`config.mk`:
```
export PLATFORM = sky130hd
export DESIGN_NAME = line_to_word_mem_bridge
export DESIGN_NICKNAME = d
export VERILOG_FILES = /design/src/rtl/line_to_word_mem_bridge.sv
export SDC_FILE = /design/constraint.sdc
export NUM_CORES = 1
export LEC_CHECK = 0
export CAP_MARGIN = 20
export CORE_MARGIN = 2
export CORE_UTILIZATION = 25
export CTS_CLUSTER_DIAMETER = 80
export DETAILED_ROUTE_END_ITERATION = 16
export SYNTH_ARGS = -nofsm -noshare
export SYNTH_HDL_FRONTEND = slang
export SYNTH_SLANG_ARGS = --single-unit
```
`constraint.sdc`:
```
create_clock -name clock -period 2.7 [get_ports clock]
set_input_delay 0.81 -clock clock [delete_from_list [all_inputs] [get_ports clock]]
set_output_delay 0.81 -clock clock [all_outputs]
set_load 0.03 [all_outputs]
```
`src/rtl/line_to_word_mem_bridge.sv`:
```
// Bridges one-line cache requests to a word-wide main memory: a line read or writeback
// becomes 2^OFFSET_BITS serial word transactions, and one line response is returned.
module line_to_word_mem_bridge #(
    parameter int DATA_WIDTH    = 32,
    parameter int ADDRESS_WIDTH = 32,
    parameter int OFFSET_BITS   = 2,
    parameter int MSG_BITS      = 4,
    localparam int LINE_W       = DATA_WIDTH << OFFSET_BITS
) (
    input  logic                     clock,
    input  logic                     reset,
    input  logic [MSG_BITS-1:0]      cache2bridge_msg,
    input  logic [ADDRESS_WIDTH-1:0] cache2bridge_address,
    input  logic [LINE_W-1:0]        cache2bridge_data,
    output logic [MSG_BITS-1:0]      bridge2cache_msg,
    output logic [ADDRESS_WIDTH-1:0] bridge2cache_address,
    output logic [LINE_W-1:0]        bridge2cache_data,
    output logic [MSG_BITS-1:0]      bridge2mem_msg,
    output logic [ADDRESS_WIDTH-1:0] bridge2mem_address,
    output logic [DATA_WIDTH-1:0]    bridge2mem_data,
    input  logic [MSG_BITS-1:0]      mem2bridge_msg,
    input  logic [ADDRESS_WIDTH-1:0] mem2bridge_address,
    input  logic [DATA_WIDTH-1:0]    mem2bridge_data,
    output logic                     busy
);

    localparam logic [MSG_BITS-1:0]    NO_REQ   = MSG_BITS'(0);
    localparam logic [MSG_BITS-1:0]    R_REQ    = MSG_BITS'(1);
    localparam logic [MSG_BITS-1:0]    WB_REQ   = MSG_BITS'(2);
    localparam logic [MSG_BITS-1:0]    MEM_RESP = MSG_BITS'(3);
    localparam logic [OFFSET_BITS-1:0] LAST_WORD = {OFFSET_BITS{1'b1}};

    typedef enum logic [1:0] {
        IDLE,
        RD_WORD,
        WR_WORD,
        RESPOND
    } state_t;

    state_t                   state;
    logic [OFFSET_BITS-1:0]   word_cnt;
    logic [ADDRESS_WIDTH-1:0] base_addr;
    logic [LINE_W-1:0]        line_buf;

    logic mem_hit;
    logic line_match;
    logic unused_offset_bits;

    // The line offset of a cache address carries no meaning; only the line is kept.
    assign unused_offset_bits = ^cache2bridge_address[OFFSET_BITS-1:0];

    // A response only counts while a word request is actually on the bus.
    assign mem_hit = (bridge2mem_msg != NO_REQ) &&
                     (mem2bridge_msg == MEM_RESP) &&
                     (mem2bridge_address == bridge2mem_address);

    assign line_match = cache2bridge_address[ADDRESS_WIDTH-1:OFFSET_BITS] ==
                        base_addr[ADDRESS_WIDTH-1:OFFSET_BITS];

    assign busy = (state != IDLE);

    // NOTE: all state and outputs live in one clocked block with non-blocking
    // assignments, so every read of a register in here sees its pre-edge value.
    always_ff @(posedge clock) begin
        if (!reset) begin
            state                <= IDLE;
            word_cnt             <= '0;
            base_addr            <= '0;
            line_buf             <= '0;
            bridge2cache_msg     <= NO_REQ;
            bridge2cache_address <= '0;
            bridge2cache_data    <= '0;
            bridge2mem_msg       <= NO_REQ;
            bridge2mem_address   <= '0;
            bridge2mem_data      <= '0;
        end else begin
            case (state)
                IDLE: begin
                    if (cache2bridge_msg == R_REQ || cache2bridge_msg == WB_REQ) begin
                        base_addr <= {cache2bridge_address[ADDRESS_WIDTH-1:OFFSET_BITS],
                                      {OFFSET_BITS{1'b0}}};
                        line_buf  <= cache2bridge_data;
                        word_cnt  <= '0;
                        state     <= (cache2bridge_msg == R_REQ) ? RD_WORD : WR_WORD;
                    end
                end

                RD_WORD, WR_WORD: begin
                    if (bridge2mem_msg == NO_REQ) begin
                        // Bus idle for one cycle: present the current word.
                        bridge2mem_msg     <= (state == RD_WORD) ? R_REQ : WB_REQ;
                        bridge2mem_address <= {base_addr[ADDRESS_WIDTH-1:OFFSET_BITS], word_cnt};
                        bridge2mem_data    <= (state == WR_WORD) ?
                            line_buf[int'(word_cnt) * DATA_WIDTH +: DATA_WIDTH] : '0;
                    end else if (mem_hit) begin
                        bridge2mem_msg <= NO_REQ;
                        if (state == RD_WORD)
                            line_buf[int'(word_cnt) * DATA_WIDTH +: DATA_WIDTH] <= mem2bridge_data;
                        if (word_cnt == LAST_WORD) begin
                            word_cnt <= '0;
                            state    <= RESPOND;
                        end else begin
                            word_cnt <= word_cnt + 1'b1;
                        end
                    end
                end

                RESPOND: begin
                    if (bridge2cache_msg != MEM_RESP) begin
                        bridge2cache_msg     <= MEM_RESP;
                        bridge2cache_address <= base_addr;
                        bridge2cache_data    <= line_buf;
                    end else if (cache2bridge_msg == NO_REQ || !line_match) begin
                        // The cache has moved on; any new request waits for IDLE.
                        bridge2cache_msg     <= NO_REQ;
                        bridge2cache_address <= '0;
                        bridge2cache_data    <= '0;
                        state                <= IDLE;
                    end
                end

                default: state <= IDLE;
            endcase
        end
    end

endmodule

```
==> results.md, run 1 <==
* Status: finished with violations
* Violated checks: negative setup slack
* Register clock-pin slew on the reported worst setup and hold paths at 0.06 ns
* CTS tree: built
* Post-synth EDFFs at 0
* Clk_skew at 0.0228 ns
* Core area at 68900 sq um
* DRC at 0
* Post-Route WL at 71700 microns
* Synth-to-layout area growth at 44.0%
* Initial Util at 25.4%
* Worst Setup EP: line_buf[114]
* Synthesized area per cell at 9.38 sq um
* Primary FF master, synth: dfxtp_1
* CP top delay family: simple AND/OR/NAND/NOR gates
* Share of layout cells above drive strength 1 at 9.93%
* Reg2Reg Setup Slack at 0.15 ns
* Largest net degree at the start of global routing at 93
* Met1 WL at 30900 microns
* Clock sink count at 387
* GR Overflow Total at 0
* Vias post-DR at 16300
* Max Clk Rate at 362 MHz
* First-pass GRT wire length at 105000 microns
* DR pass1 iterations at 5
* Placed cell areas at 23700 sq um
* CP Max Fanout at 40
* WL met3 at 5060 microns
* Port bufs at 458
* Max H-tree Level at 2
* Worst reg2reg path depth at 11
* CTS Buffer Depth at 3
* Worst VDD drop at 0.351 mV
* Yosys reg bits at 387
* Worst slew margin at 59.6%
* Place WS at -0.617 ns
* Wire per inst at 22.0 microns
* TritonCTS buffer count at 44
* Met2 wire length at 33000 microns
* Setup violations, final at 66
* Crit Reg-Reg Startpoint: state[0]
* Post-Synthesis Cell Area at 17500 sq um
* GPL Wtd Cong at 0.900
* Endpoints failing hold at 0
* Die Y at 269 microns
* Worst-Margin Slew at 0.604 ns
* Highest metal used: met4
* Pwr dens at 631 nW/um^2
* Tmin final at 2.76 ns
* Max cap viols at 0
* Synth top area cells: dfxtp_1 (44%), a22oi_1 (14%), nor2b_1 (6.9%)
* DRT antenna net count at 0
* Hold WC Path Type: reg -> reg
* Most frequent cells in the layout: clkdlybuf4s50_1 (452), dfxtp_1 (385), a22oi_1 (319)
* Vias in the first global route at 16000
* Worst path max stage delay at 0.48 ns
* Commonest non-fill, non-tap cell in the layout: clkdlybuf4s50_1
* CP most frequent cell: buf_12
* RSZ-0062 raised after global routing: true
* Leak at 9.05 nW
* Critical path depth in cells at 9
* Setup crit start: mem2bridge_address[4]
* CP bufs+invs at 3
* Power Total at 0.0159 W
* Type of the worst setup path: in -> reg
* Post-Syn Instances at 1865
* Drt via density at 4.99
* CP Cell Sequence: clkdlybuf4s50_1 > xnor2_1 > nand4_1 > nor4_4 > buf_12 > nand4_4 > buf_12 > and3_1 > o21a_1
* Nets at 2523
* Synth warn at 0
* Die area at 72100 sq um
* Post-Layout Inst Area at 25200 sq um
* Post-synthesis cell type count at 39
* WP data arrival at 3.22 ns
* Crit path max-delay cell type: nor4_4
* Die Wd at 269 microns
* Post-DP HPWL at 51700 microns
* Initial antenna violation count at 6
* Startpoint types: primary input
* Postcts setup bufs at 0
* Hold Path Stages at 2
* Site Rows at 96
* Iteration-0 DRC Markers at 1221
* Required @ worst endpoint at 3.16 ns
* Seq/Total Area, Yosys at 44.3%
* Worst-Skew Late Latency at 0.58 ns
* Period utilisation layout at 102%
* Critical R2R Capture: line_buf[84]
* Total GRT Usage at 19.2%
* Root Buffer: clkbuf_16
* CP Capture Type: flop
* Area leader, netlist: dfxtp_1
* Hold WS at 0.502 ns
* FFs w/ async S/R, synth at 0%
* Top-area cell type share of the netlist area at 44.3%
* Final worst setup slack at -0.0621 ns
* Max Slew Vio Count at 0
* # IOs at 467
Yosys cell counts, types with 3 or more instances:
library cell and n:
dfxtp_1 387, a22oi_1 319, nor2b_1 193, clkbuf_1 158, nand2_1 142, a21oi_1 130, and3_1 129, o21a_1 128
a21boi_0 62, mux4_2 32, xnor2_1 32, xor2_1 31, buf_2 14, nand4_1 14, buf_1 12, nor4_1 11
buf_4 9, ha_1 8, inv_1 7, nor2_1 7, nor3_1 7, o21ai_0 6, nand4_4 4, nor4b_1 3
power breakdown:
group | internal, W | switching, W
Combinational | 0.00149 | 0.00214
Clock | 0.00362 | 0.00250
Sequential | 0.00594 | 0.000219
Total | 0.0111 | 0.00485
worst min-delay path: stages (launching register included):
cell and delay, ns:
dfxtp_1 0.33, nand2_1 0.06, a21boi_0 0.07
registers in the layout, indices dropped and copies added, names as in the netlist:
name                  cells
base_addr                30
bridge2cache_address     30
bridge2cache_data       128
bridge2cache_msg          1
bridge2mem_address       32
bridge2mem_data          32
bridge2mem_msg            2
line_buf                128
state                     2
word_cnt                  2
per-stage QoR:
stage	util [%]	TNS [ns]	std cells
floorplan	-	0	1870
global placement	34.3	-146.29	3166
detailed placement	34.3	-151.61	3166
CTS	36.5	0	3248
global route	36.5	-4.63	3254
finish	36.5	-1.26	3256
logic make-up (layout without fill, tap and decap cells):
group / after synthesis / in the layout / synth area share, %
buf+inv: 201 / 648 / 4.61
fa+ha+maj: 8 / 8 / 0.572
compound gates: 649 / 649 / 26.0
xor+xnor: 63 / 63 / 3.15
simple gates: 521 / 521 / 17.1
flops: 387 / 387 / 44.3
mux: 35 / 35 / 4.30
other cells: 1 / 14 / 0.0214
layout make-up:
type	instances	area, sq um
clock inverters	14	164
repair buffers	558	5700
diodes	8	20.0
inverters	8	32.5
flip-flops and latches	387	7750
multi-input cells	1282	9060
fillers	6907	43700
well taps	931	1160
clock buffers	68	1300
timing repair:
| item | 4_1_cts | 5_1_grt |
|---|---|---|
| pin swaps | 0 | 0 |
| resized for setup | 5 | 8 |
| hold buffers | 0 | 0 |
| endpoints found under the setup margin | 3 | 162 |
layer usage:
| metal | global-route usage [%] | vias up |
|---|---|---|
| li1 | - | 7627 |
| met1 | 25.2 | 7919 |
| met2 | 30.5 | 594 |
| met3 | 4.30 | 123 |
| met4 | 7.76 | 0 |
| met5 | 0 | - |
how the worst min path moves through the flow:
stage                                 startpoint                endpoint  slack, ns
after floorplan                         state[1]                state[1]       0.47
after global placement                  state[1]                state[1]       0.49
after detailed placement   bridge2mem_address[3]   bridge2mem_address[3]       0.50
after CTS                  bridge2mem_address[3]   bridge2mem_address[3]       0.51
after global routing      bridge2mem_address[28]  bridge2mem_address[28]       0.52
final                     bridge2mem_address[28]  bridge2mem_address[28]       0.50
(Power assumes the default switching activity.)
==> run 2: changes to the inputs <==
--- a/config.mk
+++ b/config.mk
@@ -6,10 +6,12 @@
 export NUM_CORES = 1
 export LEC_CHECK = 0
 export CAP_MARGIN = 20
-export CORE_MARGIN = 2
+export CORE_MARGIN = 4
 export CORE_UTILIZATION = 25
 export CTS_CLUSTER_DIAMETER = 80
 export DETAILED_ROUTE_END_ITERATION = 16
+export SETUP_SLACK_MARGIN = 0.15
 export SYNTH_ARGS = -nofsm -noshare
 export SYNTH_HDL_FRONTEND = slang
 export SYNTH_SLANG_ARGS = --single-unit
+export TNS_END_PERCENT = 20
==> run 2 against run 1 <==
The run now ends clean; fmax increased by 6.3%; global-route usage decreased by 0.65 points; flip-flop and latch count unchanged; core utilization increased by 1.2 points; design area increased by 3.3%; die area increased by 3.0%; critical path depth increased by 1; sequential power about the same; combinational power increased by 3%; register-to-register slack improved by 0.07 ns; setup slack improved by 0.16 ns; critical path type unchanged; critical endpoint is now line_buf[51].
==> results.md, run 2 (synthesized netlist as in run 1, its figures left out) <==
* Status: complete, no violations
* Type of the worst setup path: in -> reg
* Core area at 68900 sq um (unchanged)
* Post-Route WL at 74400 microns (+3.7%)
* Leak at 9.63 nW (+6.3%)
* Share of power burned in combinational logic at 23.1% (+0.3 points)
* GPL Wtd Cong at 0.879 (-2.3%)
* Die area at 74300 sq um (+3.0%)
* CP bufs+invs at 4 (+1)
* Period utilisation layout at 96.2% (-6.1 points)
* Worst-Margin Slew at 0.727 ns (+0.123 ns)
* DRT antenna net count at 0 (unchanged)
* Worst path max stage delay at 0.42 ns (-0.06 ns)
* Die Wd at 273 microns (+1.5%)
* Clock sink count at 387 (unchanged)
* DRC at 0 (unchanged)
* Sequential share of power at 38.3% (-0.4 points)
* Max Clk Rate at 385 MHz (+6.3%)
* Net Sw Frac at 30.1% (-0.44 points)
* Reg2Reg Setup Slack at 0.22 ns (+0.07 ns)
* Port bufs at 458 (unchanged)
* Hold WC Path Type: reg -> reg
* Nets at 2552 (+1.1%)
* Site Rows at 96 (unchanged)
* Max H-tree Level at 2 (unchanged)
* CP Cell Sequence: clkdlybuf4s50_1 > xnor2_1 > nand4_1 > nor4_4 > buf_12 > nand4_4 > buf_12 > clkbuf_16 > and3_1 > o21a_1
* GR Overflow Total at 0 (unchanged)
* Hold Buf Count CTS at 0 (unchanged)
* DR pass1 iterations at 5 (unchanged)
* Worst-Skew Late Latency at 0.57 ns (about the same)
* CP Capture Type: flop
* Die Y at 273 microns (+1.5%)
* Register clock-pin slew on the reported worst setup and hold paths at 0.06 ns (about the same)
* Largest net degree at the start of global routing at 84 (-9.7%)
* RSZ-0062 raised after global routing: true
* Commonest non-fill, non-tap cell in the layout: clkdlybuf4s50_1
* CTS Buffer Depth at 3 (unchanged)
* Required @ worst endpoint at 3.16 ns (about the same)
* CP Max Fanout at 8 (-80%)
* Post-DP HPWL at 51900 microns (+0.55%)
* Cell Int Power at 0.0113 W (+1.9%)
* Clk_skew at 0.0147 ns (-0.00811 ns)
* Vias in the first global route at 16200 (+1.2%)
* # IOs at 467 (unchanged)
* Drt via density at 5.04 (+0.86%)
* Setup violations, final at 0 (-100%)
* Tmin final at 2.60 ns (-0.164 ns)
* TritonCTS buffer count at 45 (+2.3%)
* Final core occ at 37.8% (+1.2 points)
* Endpoints failing hold at 0 (unchanged)
* Pwr dens at 619 nW/um^2 (-2.0%)
* Worst slew margin at 51.5% (-8.1 points)
* Biggest regs: bridge2cache_data x128, line_buf x128
* Iteration-0 DRC Markers at 1323 (+8.4%)
* Place WS at -0.747 ns (-0.130 ns)
* Root Buffer: clkbuf_16
* Initial antenna violation count at 9 (+3)
* Startpoint types: primary input
* Sw power at 0.00484 W (-0.26%)
* Total GRT Usage at 18.6% (-0.65 points)
* Worst VDD drop at 0.437 mV (+24%)
* Initial Util at 25.4% (unchanged)
* Vias post-DR at 16500 (+1.6%)
* Most frequent cells in the layout: clkdlybuf4s50_1 (398), dfxtp_1 (381), a22oi_1 (317)
* Synth-to-layout area growth at 48.8%
* First-pass GRT wire length at 106000 microns (+1.4%)
* Max cap viols at 0 (unchanged)
* Max Slew Vio Count at 0 (unchanged)
* Crit path max-delay cell type: clkdlybuf4s50_1
* CTS tree: built
* CP top delay family: buffers and inverters
* WP data arrival at 3.06 ns (-0.16 ns)
* Wire per inst at 22.7 microns (+2.9%)
* Share of layout cells above drive strength 1 at 13.2% (+3.3 points)
* Clock share of power at 38.5% (about the same)
* Final worst setup slack at 0.102 ns (+0.164 ns)
* CP most frequent cell: buf_12
run 2: cell count changes in the layout (fill, tap and decap cells not counted), moves of 8 or more:
cell / delta
dlymetal6s2s_1: +17
clkdlybuf4s50_1: -54
xor2_1: -10
dlygate4sd2_1: +32
and3_4: +17
xor2_2: +9
and3_1: -17
clkbuf_1: -8
run 2: per-layer routing:
layer	track usage, %	routed length (microns)	vias to the layer above
met5	0	54	-
met4	5.57	1810	6
met3	3.94	4810	98
met2	31.0	35900	592
met1	24.2	31800	8133
li1	-	-	7695
run 2: worst paths after layout:
kind | start | to | cells after the start
setup / recovery | mem2bridge_address[12] | line_buf[51] | 10
hold / removal | bridge2mem_address[28] | bridge2mem_address[28] | 2
setup reg to reg | bridge2mem_msg[1] | line_buf[81] | 8
hold reg to reg | bridge2mem_address[28] | bridge2mem_address[28] | 2
run 2: metrics by stage:
| stage | std cells | hold WS [ns] | setup TNS, ns | area, sq um | total power, W |
|---|---|---|---|---|---|
| after floorplan | 1870 | 0.471 | 0 | 17500 | 0.00825 |
| after global placement | 3175 | 0.487 | -165.99 | 23800 | 0.00984 |
| after detailed placement | 3175 | 0.490 | -176.93 | 23800 | 0.00992 |
| after CTS | 3263 | 0.498 | 0 | 25600 | 0.0162 |
| after global routing | 3280 | 0.507 | 0 | 26000 | 0.0168 |
| final | 3280 | 0.497 | 0 | 26000 | 0.0161 |
run 2: cell type report:
type                    count  area, sq um
diodes                      5         12.5
repair buffers            586         6230
inverters                   8         32.5
clock buffers              65         1340
multi-input cells        1282         9320
well taps                 931         1160
clock inverters            16          179
flip-flops and latches    387         7760
fillers                  6806        42900
run 2: power groups by stage:
stage | sequential [W] | combinational [W] | clock [W]
2_1_floorplan | 0.00623 | 0.00202 | 0
3_3_place_gp | 0.00627 | 0.00357 | 0
3_5_place_dp | 0.00628 | 0.00363 | 0
4_1_cts | 0.00616 | 0.00365 | 0.00637
5_1_grt | 0.00620 | 0.00400 | 0.00660
6_report | 0.00617 | 0.00373 | 0.00620
run 2: repair_timing:
item                       in CTS  in global routing
cloned                          3                  6
buffers inserted                4                  6
pin swaps                      16                 23
resized for setup              78                 64
setup endpoints to repair     313                296
run 2: worst reg2reg max path, delay by kind of cell, from the launching register on:
family / cells / cell delay [ns]
AO/OA/AOI/OAI: 1 / 0.18
flip-flops: 1 / 0.39
buffers and inverters: 2 / 0.38
AND/OR/NAND/NOR: 5 / 1.42
